## src/rtl/toy_mem_arbiter.sv

```systemverilog
// toy_mem_arbiter: shares one memory port between fetch and data, with a fetch starvation guard and a read-return tag pipe
module toy_mem_arbiter #(
    parameter int RD_LAT     = 1,
    parameter int STARVE_MAX = 3
) (
    input  logic        CLK,
    input  logic        RST,
    input  logic        I_REQ,
    input  logic [29:0] I_ADDR,
    output logic        I_GNT,
    output logic        I_VALID,
    output logic [31:0] I_RDATA,
    input  logic        D_REQ,
    input  logic        D_RW,
    input  logic [29:0] D_ADDR,
    input  logic [31:0] D_WDATA,
    output logic        D_GNT,
    output logic        D_VALID,
    output logic [31:0] D_RDATA,
    output logic        M_REQ,
    output logic        M_RW,
    output logic [29:0] M_ADDR,
    output logic [31:0] M_WDATA,
    input  logic        M_READY,
    input  logic [31:0] M_RDATA,
    output logic [15:0] CONFLICTS
);
    logic [3:0] starve_cnt;
    logic [RD_LAT-1:0] tag_v;
    logic [RD_LAT-1:0] tag_i;
    logic sel_i;
    logic gnt;
    logic rd_gnt;

    // >= keeps fetch selected while a forced grant is held off by M_READY
    assign sel_i     = I_REQ && (!D_REQ || (STARVE_MAX != 0 && starve_cnt >= 4'(STARVE_MAX)));
    assign M_REQ     = (I_REQ || D_REQ) && !RST;
    assign gnt       = M_REQ && M_READY;
    assign I_GNT     = gnt && sel_i;
    assign D_GNT     = gnt && !sel_i;
    assign M_RW      = !sel_i && D_RW;
    assign M_ADDR    = sel_i ? I_ADDR : D_ADDR;
    assign M_WDATA   = D_WDATA;
    assign rd_gnt    = I_GNT || (D_GNT && !D_RW);
    assign I_VALID   = !RST && tag_v[RD_LAT-1] && tag_i[RD_LAT-1];
    assign D_VALID   = !RST && tag_v[RD_LAT-1] && !tag_i[RD_LAT-1];
    assign I_RDATA   = M_RDATA;
    assign D_RDATA   = M_RDATA;

    always_ff @(posedge CLK) begin
        if (RST) begin
            starve_cnt <= '0;
            tag_v      <= '0;
            tag_i      <= '0;
            CONFLICTS  <= '0;
        end else begin
            starve_cnt <= (I_REQ && !I_GNT) ? starve_cnt + {3'b0, starve_cnt != 4'hF} : '0;
            for (int k = RD_LAT - 1; k > 0; k--) begin
                tag_v[k] <= tag_v[k-1];
                tag_i[k] <= tag_i[k-1];
            end
            tag_v[0]   <= rd_gnt;
            tag_i[0]   <= I_GNT;
            CONFLICTS  <= CONFLICTS + {15'b0, I_REQ && D_REQ && CONFLICTS != 16'hFFFF};
        end
    end
endmodule

```

## config.mk

```make
export PLATFORM = sky130hd
export DESIGN_NAME = toy_mem_arbiter
export DESIGN_NICKNAME = d
export VERILOG_FILES = /design/src/rtl/toy_mem_arbiter.sv
export SDC_FILE = /design/constraint.sdc
export NUM_CORES = 1
export LEC_CHECK = 0
export BUFFER_PORTS_ARGS = -buffer_cell sky130_fd_sc_hd__clkbuf_2
export CAP_MARGIN = 20
export CORE_AREA = 2 2 108 110
export DETAILED_ROUTE_END_ITERATION = 16
export DIE_AREA = 0 0 110 112
export MAX_ROUTING_LAYER = met4
export PLACE_DENSITY = 0.62
export SLEW_MARGIN = 20
export SYNTH_ARGS = -nofsm -noshare
export SYNTH_HDL_FRONTEND = slang
export SYNTH_SLANG_ARGS = --single-unit
```

## constraint.sdc

```tcl
create_clock -name CLK -period 2.4 [get_ports CLK]
set_clock_uncertainty 0.1 [all_clocks]
set_input_delay 0 -clock CLK [delete_from_list [all_inputs] [get_ports CLK]]
set_output_delay 0 -clock CLK [all_outputs]
set_load 0.01 [all_outputs]
```

# Word level (Yosys, flattened, before mapping)
# Index checks and enable logic that the tools add are counted.
[op_classes] n_addsub=2 order_cmp=1 n_eq_ne=2 mux=1 bitwise_logic=1 n_reduce_logical=23
[ops] operator="two-way mux 30 bit" n=1
[ops] operator="adder 16 x 1 -> 16 bit" n=1
[ops] operator="inequality test 16 bit (second input constant)" n=1
[ops] operator="logical AND 1 bit" n=13
[ops] operator="logical NOT 1 bit" n=6
[ops] operator="adder 4 x 1 -> 4 bit" n=1
[ops] operator="greater-or-equal comparator 4 x 2 -> 1 bit (second input constant)" n=1
[ops] operator="inequality test 4 bit (second input constant)" n=1
[ops] operator="logical OR 1 bit" n=3
[ops] operator="OR reduction 2 bit" n=1
[ops] operator="NOT 1 bit" n=1
[word_totals] register_bits=22 in_bits=130 wordCells=34

# Logic depth before layout (Yosys ltp)
# Gate-level depths: netlist of run 1.
[logic_depth] ltp_word=8 mapped_depth=9 depth_no_buf=8

# Least setup slack after synthesis of run 1
# Ideal clock, no wire load.
[synth_path] path_kind="register -> register" from="register CONFLICTS[5]" to="register CONFLICTS[10]" setup_time_ns=0.070 t_arrival_ns=2.005 required_ns=2.230 slack_ns=0.224 stages_incl_launch_ff=10 n_path_buf=1 period_less_slack_ns=2.176 cell_sequence="dfxtp_1 -> nand4_1 -> buf_2 -> nor4_1 -> a31oi_1 -> ha_1 -> ha_1 -> inv_1 -> or4_1 -> a21oi_1"
[synth_via] elab_chain_cells=3
[synth_lines] element="start: declaration" line_no="26" source="output logic [15:0] CONFLICTS"
[synth_lines] element="start signal: assignment" line_no="64" source="CONFLICTS <= CONFLICTS + {15'b0, I_REQ && D_REQ && CONFLICTS != 16'hFFFF};"
[synth_lines] element="inequality test 16 bit" line_no="64"
[synth_lines] element="logical AND 1 bit" line_no="64"
[synth_lines] element="adder 16 x 1 -> 16 bit (*)" line_no="64"
# Mark *: on every way between the ends. The rest lies on a longest branch, timed or not.
# A chain may end at the register's enable or synchronous reset.

# Worst setup path after layout of run 1
[layout_path] from="register CONFLICTS[10]" to="register CONFLICTS[14]"
# Same word-level chain as after synthesis.

==> flow_metrics.py, run 1 <==
metrics = {
    "run_status": {
        "run_status": "completed",
    },
    "global_route": {
        "globalRouteOverflowTotal": 0,
        "first_global_vias": 1814,
        "grt_start_max_net_pins": 26,
        "grt_pass1_wl_um": 9740,
        "grt_antenna_before_repair": 0,
        "global_route_usage_sum_pct": 10.9,
    },
    "place": {
        "gp_congestion": 0.825,
        "numPortBuffers": 117,
        "place.detailed.hpwl_um": 5750,
        "placedCellCount": 405,
    },
    "power": {
        "power_frac_clock_pct": 31.4,
        "sequentialPowerShare_pct": 33.9,
        "p_leak_nw": 1.32,
        "max-vdd-ir-drop_mv": 0.243,
        "power_density_mw_per_mm2": 377,
        "p_int_w": 0.000784,
        "combPwrFrac_pct": 34.7,
        "switching_share_pct": 29.0,
        "power_switching_w": 0.000321,
    },
    "layout": {
        "num-nets-final": 469,
        "antenna-diode-count": 0,
        "num-fill-cells": 1191,
        "layout.cells.most_common_list": "clkbuf_2, dlygate4sd3_1, mux2_2",
        "final_common_cell": "clkbuf_2",
        "multi_input_comb_area_um2": 938,
        "drive_above_1_share_pct": 47.6,
        "register_area_um2": 440,
        "area_growth_pct": 35.7,
        "layout.cells.non_filler": 475,
    },
    "detailed_routing": {
        "antenna_violating_nets_post_route": 0,
        "first_iter_violations": 40,
        "vias": 1987,
        "postRouteWirelength_um": 7550,
        "route.detailed.wl_per_inst_um": 15.9,
        "vias_per_cell": 4.18,
        "remaining_drc_errors": 0,
        "detailedRoute.firstPassIterationCount": 4,
    },
    "sta": {
        "measured_slew_at_the_worst_slew_check_pin_ns": 0.454,
        "setup_violations": 0,
        "timing.final.hold_violations": 0,
        "min_tclk_post_route_ns": 2.21,
        "layout_worst_path_cycle_share_pct": 92.0,
        "timing.final.max_slew_violations": 0,
        "rsz0062_at_grt": "false",
        "slew_headroom_pct": 69.8,
        "maxClockFrequency_mhz": 453,
        "final_setup_tns_ns": 0,
    },
    "worst_setup_path": {
        "end_kind": "flip-flop",
        "critPathMaxFanout": 6,
        "critical_path_arrival_ns": 2.25,
        "classification_of_the_worst_setup_path": "flip-flop to flip-flop",
        "cp.required_ns": 2.44,
        "worst_setup_path_start_kind": "flip-flop",
    },
    "floorplanning": {
        "core.rowCount": 39,
        "core_region_area_mm2": 0.0112,
        "floorplan.die.height_um": 112,
        "starting_density_of_the_core_pct": 19.3,
        "dieWidth_um": 110,
        "io_pins": 278,
        "floorplan.die_area_mm2": 0.0123,
    },
    "clock_network": {
        "root_buffer": "clkbuf_16",
        "cts-htree-levels": 1,
        "clk_pin_slew_ns": 0.05,
        "clock_tree_from_tritoncts": "done",
        "cts_post_setup_buffers_inserted": 0,
        "cts_made_buffers": 3,
        "clock_sinks": 22,
        "worst_skew_pair.late_latency_ns": 0.25,
        "clk_path_buf_depth": 2,
    },
    "synthesis": {
        "syn_nets": 379,
        "syn-mean-instance-area_um2": 8.84,
        "seq_area_frac_synth_pct": 20.4,
        "yosysWarningCount": 0,
        "post_synth_num_cell_types": 35,
        "synth_enable_flop_cells": 0,
        "postSynth.asyncResetShare_pct": 0,
        "synth.ff_latch_count": 22,
        "synthFlopType": "dfxtp_1",
        "mappedNetlistArea_mm2": 0.00216,
        "synth_cells": 244,
    },
    "min_path": {
        "hold_class": "input pin to flip-flop",
    },
    "run": {
        "cap_viol_max_count": 0,
    },
}
-- Yosys cell counts (4+ instances only) --
library cell / instances / share of area, %
dfxtp_1: 22 / 20
nand4_1: 4 / 1.2
nand2_1: 6 / 1.0
buf_4: 96 / 33
o31ai_1: 5 / 1.7
a21oi_1: 9 / 2.1
or4_1: 5 / 1.7
nor2_1: 8 / 1.4
ha_1: 5 / 2.9
nand3_1: 8 / 1.9
nor2b_1: 6 / 1.7
mux2_2: 31 / 16
nor4_1: 4 / 1.2
-- per-stage QoR --
stage	area, um2	total power (W)	worst slack [ns]	hold slack (ns)	utilization (%)
2_1_floorplan	2160	0.000658	0.224	-0.00823	-
6_report	2930	0.00110	0.191	0.0762	26.2
5_1_grt	2930	0.00116	0.0921	0.120	26.2
3_5_place_dp	2180	0.000619	0.225	-0.0999	19.5
4_1_cts	2930	0.00112	0.189	0.0854	26.2
3_3_place_gp	2180	0.000617	0.303	-0.0999	19.5
-- registers in the layout, summed over array words and instances, names as in the netlist --
| register | cells |
|---|---|
| starve_cnt | 4 |
| tag_i | 1 |
| CONFLICTS | 16 |
| tag_v | 1 |
-- final timing paths --
kind | startpoint | end | slack (ns) | depth (start not counted)
setup reg to reg | CONFLICTS[10]$_SDFF_PP0_ | CONFLICTS[14]$_SDFF_PP0_ | 0.19 | 8
hold reg to reg | CONFLICTS[12]$_SDFF_PP0_ | CONFLICTS[12]$_SDFF_PP0_ | 0.40 | 2
hold / removal | I_REQ | starve_cnt[2]$_SDFF_PP0_ | 0.08 | 3
setup / recovery | CONFLICTS[10]$_SDFF_PP0_ | CONFLICTS[14]$_SDFF_PP0_ | 0.19 | 8
-- per-layer routing --
| metal | wire length, um | vias up | global-route usage, % |
|---|---|---|---|
| li1 | - | 920 | - |
| met1 | 2680 | 927 | 11.3 |
| met2 | 4200 | 135 | 21.5 |
| met3 | 621 | 5 | 1.41 |
| met4 | 40 | 0 | 1.86 |
| met5 | 0 | - | - |
-- worst max-delay path, stage by stage, from the launching register on --
cell and delay (ns):
dfxtp_1 0.35, nand3_1 0.19, nor4_1 0.07, a31oi_1 0.17, ha_1 0.29, ha_1 0.25, nand2_1 0.06, nor4_1 0.24
mux2_2 0.37
-- cell families (layout without fill, tap and decap cells) --
group / after synthesis / count (layout) / share of synthesized area [%]
compound gates: 21 / 21 / 6.50
xor+xnor: 5 / 5 / 2.03
fa+ha+maj: 5 / 5 / 2.90
buf+inv: 103 / 191 / 36.1
flops: 22 / 22 / 20.4
mux: 33 / 33 / 17.2
simple gates: 55 / 55 / 14.8
-- repair_timing --
| item | 4_1_cts | 5_1_grt |
|---|---|---|
| endpoints found under the hold margin | 98 | 0 |
| hold buffers | 67 | 0 |
| resized for setup | 0 | 0 |
-- area by class of cell --
class	instances	share of cell area, %
clock buffers	3	2.56
inverters	1	0.128
multi-input cells	119	32.1
flip-flops and latches	22	15.0
well taps	143	6.11
repair buffers	187	44.1
-- power by group through the flow --
stage | combinational [W] | clock, W | sequential (W)
after floorplan | 0.000275 | 0 | 0.000383
after global placement | 0.000234 | 0 | 0.000383
after detailed placement | 0.000236 | 0 | 0.000383
after CTS | 0.000386 | 0.000358 | 0.000375
after global routing | 0.000409 | 0.000374 | 0.000376
final | 0.000383 | 0.000347 | 0.000375
Note: power is estimated with default switching activity, not from simulation.
==> run 2: changes to the inputs <==
--- a/config.mk
+++ b/config.mk
@@ -7,11 +7,12 @@
 export LEC_CHECK = 0
 export BUFFER_PORTS_ARGS = -buffer_cell sky130_fd_sc_hd__clkbuf_2
 export CAP_MARGIN = 20
-export CORE_AREA = 2 2 108 110
+export CORE_AREA = 2 2 109 111
+export CTS_BUF_LIST = sky130_fd_sc_hd__clkbuf_4
 export DETAILED_ROUTE_END_ITERATION = 16
-export DIE_AREA = 0 0 110 112
+export DIE_AREA = 0 0 111 113
 export MAX_ROUTING_LAYER = met4
-export PLACE_DENSITY = 0.62
+export PLACE_DENSITY = 0.61
 export SLEW_MARGIN = 20
 export SYNTH_ARGS = -nofsm -noshare
 export SYNTH_HDL_FRONTEND = slang
==> flow_metrics.py, run 2 (synthesis gave the netlist of run 1 again) <==
metrics = {
    "detailed_routing": {
        "remaining_drc_errors": 0,
        "vias": 2011,
        "antenna_violating_nets_post_route": 0,
        "route.detailed.wl_per_inst_um": 14.3,
        "detailedRoute.firstPassIterationCount": 4,
        "first_iter_violations": 33,
        "postRouteWirelength_um": 6860,
        "vias_per_cell": 4.20,
    },
    "clock_network": {
        "worst_skew_pair.late_latency_ns": 0.32,
        "cts-htree-levels": 1,
        "cts_made_buffers": 3,
        "clock_tree_from_tritoncts": "done",
        "clk_pin_slew_ns": 0.14,
        "cts_post_setup_buffers_inserted": 0,
        "root_buffer": "clkbuf_4",
        "clock_sinks": 22,
        "clk_path_buf_depth": 2,
    },
    "floorplanning": {
        "core.rowCount": 39,
        "floorplan.die.height_um": 113,
        "io_pins": 278,
        "core_region_area_mm2": 0.0113,
        "starting_density_of_the_core_pct": 19.1,
        "dieWidth_um": 111,
        "floorplan.die_area_mm2": 0.0125,
    },
    "sta": {
        "slew_headroom_pct": 69.1,
        "maxClockFrequency_mhz": 441,
        "timing.final.max_slew_violations": 0,
        "layout_worst_path_cycle_share_pct": 94.5,
        "finalHoldWorstSlack_ns": 0.0607,
        "final_setup_tns_ns": 0,
        "rsz0062_at_grt": "false",
        "measured_slew_at_the_worst_slew_check_pin_ns": 0.463,
        "setup_violations": 0,
        "timing.final.hold_violations": 0,
        "setup_slack_ns": 0.132,
        "min_tclk_post_route_ns": 2.27,
    },
    "run": {
        "cap_viol_max_count": 0,
    },
    "worst_setup_path": {
        "cp.required_ns": 2.30,
        "critical_path_arrival_ns": 2.17,
        "critPathMaxFanout": 25,
        "worst_setup_path_start_kind": "flip-flop",
        "classification_of_the_worst_setup_path": "flip-flop to output pin",
        "end_kind": "output pin",
    },
    "power": {
        "p_leak_nw": 1.32,
        "max-vdd-ir-drop_mv": 0.274,
        "power_density_mw_per_mm2": 354,
    },
    "global_route": {
        "globalRouteOverflowTotal": 0,
        "first_global_vias": 1854,
        "grt_antenna_before_repair": 0,
        "global_route_usage_sum_pct": 10.0,
        "grt_pass1_wl_um": 9740,
        "grt_start_max_net_pins": 26,
    },
    "layout": {
        "top_register": "CONFLICTS",
        "num-nets-final": 471,
        "num-fill-cells": 1201,
        "final_common_cell": "clkbuf_2",
        "number_of_flip_flops_in_the_largest_register": 16,
        "drive_above_1_share_pct": 47.8,
        "layout.cells.most_common_list": "clkbuf_2, dlygate4sd3_1, mux2_2",
        "design_area_mm2": 0.00293,
        "reg.largest.list": "CONFLICTS (16), starve_cnt (4)",
        "area_growth_pct": 35.6,
    },
    "place": {
        "postPlaceCellArea_mm2": 0.00219,
        "place.detailed.hpwl_um": 5270,
        "numPortBuffers": 117,
        "dp_slack_ns": 0.186,
        "gp_congestion": 0.779,
    },
    "min_path": {
        "hold_class": "input pin to flip-flop",
    },
    "run_status": {
        "run_status": "completed",
    },
}
## run 2: cell type report
cell class / count / area [um2] / area share, %
Clock buffer: 3 / 22.5 / 0.770
Sequential cell: 22 / 440 / 15.1
Inverter: 1 / 3.75 / 0.128
Multi-Input combinational cell: 119 / 938 / 32.1
Tap cell: 143 / 179 / 6.12
Clock inverter: 1 / 30.0 / 1.03
Antenna cell: 1 / 2.50 / 0.0855
Timing Repair Buffer: 189 / 1310 / 44.7
## run 2: power breakdown
group          switching, W  internal (W)
combinational      0.000182      0.000194
sequential       0.00000459      0.000370
clock              0.000116      0.000169
total              0.000302      0.000733
## run 2: worst paths after layout
| check | from | to | cells after the start | slack (ns) |
|---|---|---|---|---|
| min reg2reg | CONFLICTS[9]$_SDFF_PP0_ | CONFLICTS[9]$_SDFF_PP0_ | 2 | 0.42 |
| min | RST | CONFLICTS[5]$_SDFF_PP0_ | 2 | 0.06 |
| max reg2reg | CONFLICTS[11]$_SDFF_PP0_ | CONFLICTS[10]$_SDFF_PP0_ | 8 | 0.17 |
| max | starve_cnt[2]$_SDFF_PP0_ | M_ADDR[5] | 5 | 0.13 |
## run 2: timing repair
action | in CTS | in global routing
setup endpoints to repair | 0 | 0
hold buffers | 68 | 0
hold endpoints to repair | 102 | 0
resized for setup | 0 | 0
## run 2: stage by stage
step | std cells | util [%] | total power, W
after detailed placement | 406 | 19.4 | 0.000613
final | 479 | 26.0 | 0.00104
after floorplan | 244 | - | 0.000658
after global placement | 406 | 19.4 | 0.000611
after global routing | 478 | 25.9 | 0.00109
after CTS | 478 | 25.9 | 0.00105
## run 2: worst max-delay path, stage by stage (launching register included)
cell and delay (ns):
dfxtp_1 0.36, or3b_4 0.42, o21ai_4 0.33, buf_12 0.23
mux2_2 0.36, clkbuf_2 0.16
## run 2: per-layer routing
layer  up-vias  share of wire (%)  track usage [%]
met3         8                8.3             1.50
met5         -                  0                -
met4         0                1.8             3.17
met2       142                 57             19.7
li1        930                  -                -
met1       931                 33             10.2
